<file path="src/rtl/execute_stage.sv">
// Execute stage of the 16-bit pipeline.
// Takes the registered D/E buffer outputs, runs the ALU, maintains the
// condition-code register and resolves conditional branches. All results
// go through the E/M pipeline register.
//
// Ports:
//   clk, rst               clock and synchronous active-high reset
//   stall                  hold E/M register and CCR
//   flush                  zero the control word and branch flag (bubble)
//   controlSignals_in      control word from D/E buffer
//   readData1_in           operand A, also the branch target
//   readData2_in           operand B, also the store data
//   imm_in                 immediate, replaces B when ALUsrc=1
//   writeAdd_in            destination register
//   function_in            ALU op or branch condition
//   controlSignals_out     registered control word
//   aluResult_out          registered ALU result
//   storeData_out          registered readData2_in
//   writeAdd_out           registered destination
//   ccr_out                {C,N,Z}
//   branchTaken_out        registered branch-taken flag
//   branchTarget_out       registered branch target
module execute_stage #(
  parameter int unsigned DATA_W = 16,
  parameter int unsigned ADDR_W = 3,
  parameter int unsigned CTRL_W = 11
) (
  input  logic              clk,
  input  logic              rst,
  input  logic              stall,
  input  logic              flush,
  input  logic [CTRL_W-1:0] controlSignals_in,
  input  logic [DATA_W-1:0] readData1_in,
  input  logic [DATA_W-1:0] readData2_in,
  input  logic [DATA_W-1:0] imm_in,
  input  logic [ADDR_W-1:0] writeAdd_in,
  input  logic [2:0]        function_in,
  output logic [CTRL_W-1:0] controlSignals_out,
  output logic [DATA_W-1:0] aluResult_out,
  output logic [DATA_W-1:0] storeData_out,
  output logic [ADDR_W-1:0] writeAdd_out,
  output logic [2:0]        ccr_out,
  output logic              branchTaken_out,
  output logic [DATA_W-1:0] branchTarget_out
);

  localparam int unsigned BitAluSrc = 9;
  localparam int unsigned BitBranch = 8;
  localparam int unsigned BitAluEn  = 0;

  localparam logic [DATA_W:0] One = {{DATA_W{1'b0}}, 1'b1};

  // CCR bit positions within ccr_q: {C,N,Z}
  localparam int unsigned CcrZ = 0;
  localparam int unsigned CcrN = 1;
  localparam int unsigned CcrC = 2;

  logic [CTRL_W-1:0] ctrl_q;
  logic [DATA_W-1:0] result_q, store_q, target_q;
  logic [ADDR_W-1:0] wadd_q;
  logic [2:0]        ccr_q, ccr_d;
  logic              taken_q, taken_d;

  logic              alu_en, is_branch;
  logic [DATA_W:0]   op_a, op_b, alu_wide;
  logic [DATA_W-1:0] alu_result;
  logic              cond;

  assign alu_en    = controlSignals_in[BitAluEn];
  assign is_branch = controlSignals_in[BitBranch];

  // 17-bit datapath; bit DATA_W is carry (add/inc) or borrow (sub/dec).
  always_comb begin
    op_a = {1'b0, readData1_in};
    op_b = {1'b0, controlSignals_in[BitAluSrc] ? imm_in : readData2_in};
    unique case (function_in)
      3'b000:  alu_wide = op_a;
      3'b001:  alu_wide = {1'b0, ~readData1_in};
      3'b010:  alu_wide = op_a + One;
      3'b011:  alu_wide = op_a - One;
      3'b100:  alu_wide = op_a + op_b;
      3'b101:  alu_wide = op_a - op_b;
      3'b110:  alu_wide = op_a & op_b;
      default: alu_wide = op_a | op_b;
    endcase
    alu_result = alu_en ? alu_wide[DATA_W-1:0] : readData1_in;
  end

  // Branch resolution and CCR next state. Branches never update flags from
  // the ALU; a taken conditional branch clears the flag it tested.
  always_comb begin
    ccr_d = ccr_q;
    cond  = 1'b0;
    unique case (function_in)
      3'b000:  cond = ccr_q[CcrZ];
      3'b001:  cond = ccr_q[CcrN];
      3'b010:  cond = ccr_q[CcrC];
      3'b011:  cond = 1'b1;
      default: cond = 1'b0;
    endcase
    taken_d = is_branch & cond;

    if (is_branch) begin
      if (taken_d) begin
        unique case (function_in)
          3'b000:  ccr_d[CcrZ] = 1'b0;
          3'b001:  ccr_d[CcrN] = 1'b0;
          3'b010:  ccr_d[CcrC] = 1'b0;
          default: ccr_d = ccr_q;
        endcase
      end
    end else if (alu_en && (function_in != 3'b000)) begin
      ccr_d[CcrZ] = (alu_wide[DATA_W-1:0] == '0);
      ccr_d[CcrN] = alu_wide[DATA_W-1];
      // NOT/AND/OR leave carry alone
      if (function_in inside {3'b010, 3'b011, 3'b100, 3'b101}) begin
        ccr_d[CcrC] = alu_wide[DATA_W];
      end
    end
  end

  always_ff @(posedge clk) begin
    if (rst) begin
      ctrl_q   <= '0;
      result_q <= '0;
      store_q  <= '0;
      wadd_q   <= '0;
      target_q <= '0;
      taken_q  <= 1'b0;
      ccr_q    <= '0;
    end else if (!stall) begin
      result_q <= alu_result;
      store_q  <= readData2_in;
      wadd_q   <= writeAdd_in;
      target_q <= readData1_in;
      if (flush) begin
        ctrl_q  <= '0;
        taken_q <= 1'b0;
      end else begin
        ctrl_q  <= controlSignals_in;
        taken_q <= taken_d;
        ccr_q   <= ccr_d;
      end
    end
  end

  assign controlSignals_out = ctrl_q;
  assign aluResult_out      = result_q;
  assign storeData_out      = store_q;
  assign writeAdd_out       = wadd_q;
  assign ccr_out            = ccr_q;
  assign branchTaken_out    = taken_q;
  assign branchTarget_out   = target_q;

endmodule

</file>
<file path="config.mk">
export PLATFORM = sky130hd
export DESIGN_NAME = execute_stage
export DESIGN_NICKNAME = d
export VERILOG_FILES = /design/src/rtl/execute_stage.sv
export SDC_FILE = /design/constraint.sdc
export NUM_CORES = 1
export LEC_CHECK = 0
export ABC_AREA = 1
export BUFFER_PORTS_ARGS = -buffer_cell sky130_fd_sc_hd__buf_4
export CORE_UTILIZATION = 58
export CTS_CLUSTER_DIAMETER = 80
export CTS_CLUSTER_SIZE = 10
export DETAILED_ROUTE_END_ITERATION = 8
export PLACE_DENSITY = 0.85
export SETUP_SLACK_MARGIN = 0.2
export SLEW_MARGIN = 40
export SYNTH_ARGS = -nofsm -noshare
export SYNTH_HDL_FRONTEND = slang
export SYNTH_SLANG_ARGS = --single-unit
</file>
<file path="constraint.sdc">
create_clock -name clk -period 6.1 [get_ports clk]
set_input_delay 0.915 -clock clk [delete_from_list [all_inputs] [get_ports clk]]
set_output_delay 0.915 -clock clk [all_outputs]
set_load 0.05 [all_outputs]
</file>
* Yosys cells after proc, flatten, opt, wreduce, memory -nomap -nowiden *
Index checks and enable logic that the tools add are counted.
W data, S select, Z words.

word-level totals
  memories = 0
  latch bits = 0
  input port bits = 69
  ROM bits = 0
  register bits = 66
  memory bits (writable) = 0
  output and inout port bits = 66

cells by class
  magnitude comparators = 0
  shifts and indexed selects = 0
  reduce and logical (&&, ||, !) cells = 10
  muxes and demuxes = 13
  divide/modulo/power cells = 0
  add/subtract/negate cells = 4
  eq/ne operators = 10
  multiply operators = 0
  bitwise operators = 6

operator list
  cell                     number
  $pmux W17 S7             1
  $mux W16                 2
  $add A16 B1 Y17 const B  1
  $add A16 B16 Y17         1
  $sub A16 B1 Y17 const B  1
  $sub A16 B16 Y17         1
  $and A16 B16 Y16         1
  $logic_not A16 Y1        1
  $not A16 Y16             1
  $or A16 B16 Y16          1
  $mux W11                 1
  $reduce_and A5 Y1        2
  $eq A3 B3 Y1 const B     3
  $mux W3                  3
  $ne A2 B1 Y1 const B     4
  $eq A3 B2 Y1 const B     2
  $reduce_and A6 Y1        1
  $mux W1                  5
  $pmux W1 S4              1
  $reduce_bool A2 Y1       2
  $reduce_bool A4 Y1       1
  $eq A3 B1 Y1 const B     1
  $logic_not A3 Y1         1
  $reduce_bool A3 Y1       1
  3 further kinds          4

* Longest topological paths before layout *
  word-level depth = 6
  mapped depth = 31
  mapped depth without buffers = 30

* Worst setup path after synthesis *
No wires, ideal clock.

  kind = input to register
  start = input port controlSignals_in[9]
  end = register ccr_q[0], in the netlist ccr_out[0]
  library setup time = 70 ps
  arrival time = 3597 ps
  required time = 6030 ps
  cell stages on the path = 29
  slack = 2433 ps
  buffers on the path = 1
  cells stage by stage = inv_2 buf_6 nand2_1 nand2_2 inv_2 ha_1 nand2_1 nor2_1 nand2_1 nor3_2 nand2_1 nor3_2 a21oi_1 o21ai_1 inv_1 ha_1 nand2_1 inv_1 nand2_1 nand2_1 a21oi_1 nand3_1 nand3_1 nand2_1 nand2_1 nand2_1 nor2_1 nand3_1 a21oi_1

on the way
  longest elaborated chain between the ends = 6

RTL lines
  what                                      RTL line  RTL
  start, declared                           32        input logic [CTRL_W-1:0] controlSignals_in,
  $mux W16 *                                75        op_b = {1'b0, controlSignals_in[BitAluSrc] ? imm_in : readData2_in};
  $sub A16 B16 Y17 (tied with other cells)  82        3'b101: alu_wide = op_a - op_b;
  $pmux W17 S7 *                            76        unique case (function_in)
  $logic_not A16 Y1 *                       113       ccr_d[CcrZ] = (alu_wide[DATA_W-1:0] == '0);
  $mux W3 *                                 112       end else if (alu_en && (function_in != 3'b000)) begin
  $mux W3 *                                 103       if (is_branch) begin
  end signal, assigned                      142       ccr_q <= ccr_d;
  end, declared                             61        logic [2:0] ccr_q, ccr_d;

Every way passes the cells marked *; elsewhere a longest branch is shown, timed or not. The select of a mux whose other input is x is not followed.
A chain may end at the register's enable or synchronous reset.

* Final worst setup path *
Same ends and word-level chain as after synthesis.

==> impl_metrics.yaml <==
status:
  outcome: "completed"
final_layout:
  drive_above_1_share_pct: 20.4
  final_cells: 1061
  final_nets: 1041
  syn_to_final_growth_pct: 23.7
  diodes: 0
  fillCellCount: 683
grt:
  grt_pass1_wl_um: 26700
  grt_pass1_vias: 5514
  grt.overflow.total: 0
  grt_max_degree: 55
  grtUsageTotal_pct: 38.9
  antenna_found_initial: 0
logic_synthesis:
  synth_edf_count: 0
  synth_nets: 929
  synth_top_flop_cell: "dfxtp_1"
  yosys_warnings: 0
  ys_ff_latch: 66
  synth.distinct_cells: 41
  netlist_area_um2: 5000
  netlist_top_cells_count: "nand2_1 (212), inv_1 (108), o21ai_0 (89)"
  synth_top_cell_area_share_pct: 26.4
  synthTopCellsByArea: "dfxtp_1 (26%), nand2_1 (16%), o21ai_0 (8.9%)"
  yosysSeqAreaShare_pct: 26.4
  netlist_instances: 839
  synthArstFlopShare_pct: 0
  yosysMostFrequentCell: "nand2_1"
  synth_top_area_cell: "dfxtp_1"
  synth_area_per_cell_um2: 5.97
clock_network:
  cts_buffers: 9
  clkSinkCount: 66
  root_buffer: "clkbuf_8"
  tritoncts: "yes"
  clock_latency_ns: 0.35
  ctsHoldBuffers: 0
  clk_pin_slew_ns: 0.08
  cts_resized: 0
  htreeDepth: 3
  post_cts_buffers: 0
  cts_buffer_depth: 2
worst_setup_path:
  path_class: "in2reg"
  crit_slowest_cell: "ha_1"
  reg2reg_depth: 10
  required_ns: 6.38
  arrival_ns: 4.42
  critical-path-max-stage-delay_ns: 0.34
  critPathLaunchType: "input port"
  end_kind: "flip-flop"
  crit_top_cell: "nand2_1"
  cp_max_fo: 20
pwr:
  power_frac_clock_pct: 27.9
  switching_share_pct: 41.6
  seqPwrFrac_pct: 33.9
  internal_power_mw: 0.818
  power_density_nw_per_um2: 226
  vdd.ir_drop.worst_mv: 0.166
  switchingPower_mw: 0.581
  p_leak_nw: 3.25
  comb_power_share_pct: 38.2
timing:
  period_minus_slack_ns: 4.14
  slew_violations: 0
  tns_ns: 0
  whs_ns: 0.468
  worstMarginPinSlew_ns: 0.710
  fmax_mhz: 242
  finalHoldViolCount: 0
  grt_setup_unrepaired: "no"
  period_share_pct: 67.8
  finClkSkew_ns: 0.00426
  setup_ws_ns: 1.96
  relSlewSlack_pct: 52.1
  setup_violations: 0
placement:
  gp_congestion: 1.09
  dp.cells: 1045
  dpl_worst_slack_ns: 1.75
  io_buffers: 134
  dpl.hpwl_um: 13600
worst_hold_path:
  hold_class: "reg2reg"
  holdPathStages: 2
route:
  vias: 6198
  routed_wl_um: 17500
  drcViolationCount: 0
  post_drt_wl_per_cell_um: 16.5
  final_antenna_net_count: 0
  viasPerCell: 5.84
  firstDrtPassIters: 6
  first_iter_violations: 578
die:
  fp.dieArea_um2: 9000
  pin_count: 135
  fp.dieW_um: 94.9
  start_util_pct: 60.3
  core_area_um2: 8300
  fp.dieH_um: 94.9
  fp-row-count: 33
run:
  timing.max_cap.violations: 0
[area by class of cell]
class                           count  area, µm²  share of cell area (%)
Clock buffer                        9        124                    2.00
Tap cell                          105        131                    2.12
Timing Repair Buffer              136       1020                    16.5
Sequential cell                    66       1320                    21.3
Multi-Input combinational cell    618       3070                    49.6
Clock inverter                      7       75.1                    1.21
Inverter                          120        450                    7.27
[metrics by stage]
step / area (µm²) / util (%) / power, mW
2_1_floorplan: 5000 / - / 0.836
3_3_place_gp: 5990 / 72.2 / 0.994
4_1_cts: 6190 / 74.6 / 1.39
3_5_place_dp: 5990 / 72.2 / 1.00
5_1_grt: 6190 / 74.6 / 1.47
6_report: 6190 / 74.6 / 1.40
[power by group through the flow]
stage	clock network (mW)	registers, mW	logic [mW]
2_1_floorplan	0	0.579	0.256
3_3_place_gp	0	0.482	0.512
3_5_place_dp	0	0.483	0.520
4_1_cts	0.389	0.474	0.523
5_1_grt	0.414	0.477	0.579
6_report	0.390	0.474	0.535
[sequential cells by signal (all words and copies together) (netlist names)]
signal	flops
controlSignals_out	11
branchTarget_out	16
writeAdd_out	3
branchTaken_out	1
storeData_out	16
aluResult_out	16
ccr_out	3
[layout by cell type (no fill, tap or decap), types with 6 or more instances in the layout]
| cell | count |
|---|---|
| ha_1 | 20 |
| o211ai_1 | 8 |
| o21ai_2 | 7 |
| dfxtp_1 | 66 |
| nor2_1 | 80 |
| a21oi_1 | 78 |
| o21ai_0 | 89 |
| inv_1 | 106 |
| nand3_1 | 48 |
| o21ai_1 | 10 |
| nand2_1 | 212 |
| nor3_1 | 6 |
| clkbuf_8 | 9 |
| buf_4 | 136 |
| nand2_2 | 8 |
| inv_2 | 12 |
| nand4_1 | 7 |
[logic make-up (layout without fill, tap and decap cells)]
family,count (synthesis),count (layout),share of synthesized area [%]
adders and majority gates,21,21,5.40
buffers and inverters,155,272,12.3
and+or+nand+nor,392,392,33.6
AOI/OAI and AO/OA,205,205,22.2
DFF,66,66,26.4
[per-layer routing]
| layer | vias up | wire length, µm | track usage (%) | share of wire [%] |
|---|---|---|---|---|
| met4 | 0 | 907 | 19.6 | 5.2 |
| met5 | - | 0 | 0 | 0 |
| li1 | 2945 | - | - | - |
| met2 | 412 | 7620 | 60.7 | 43 |
| met1 | 2752 | 7040 | 50.2 | 40 |
| met3 | 89 | 1950 | 8.62 | 11 |
[worst max-delay path, delay by kind of cell]
family / cells / cell delay, ns
buf+inv: 4 / 0.51
compound gates: 2 / 0.24
simple gates: 21 / 2.23
fa+ha+maj: 2 / 0.52
[worst paths after layout]
path,from,to,slack (ns)
worst min register to register,controlSignals_out[7],controlSignals_out[7],0.47
worst max register to register,ccr_out[2],ccr_out[0],4.54
worst min-delay path,controlSignals_out[7],controlSignals_out[7],0.47
worst max-delay path,controlSignals_in[9],ccr_out[0],1.96
Power figures use the tool's default switching activity.
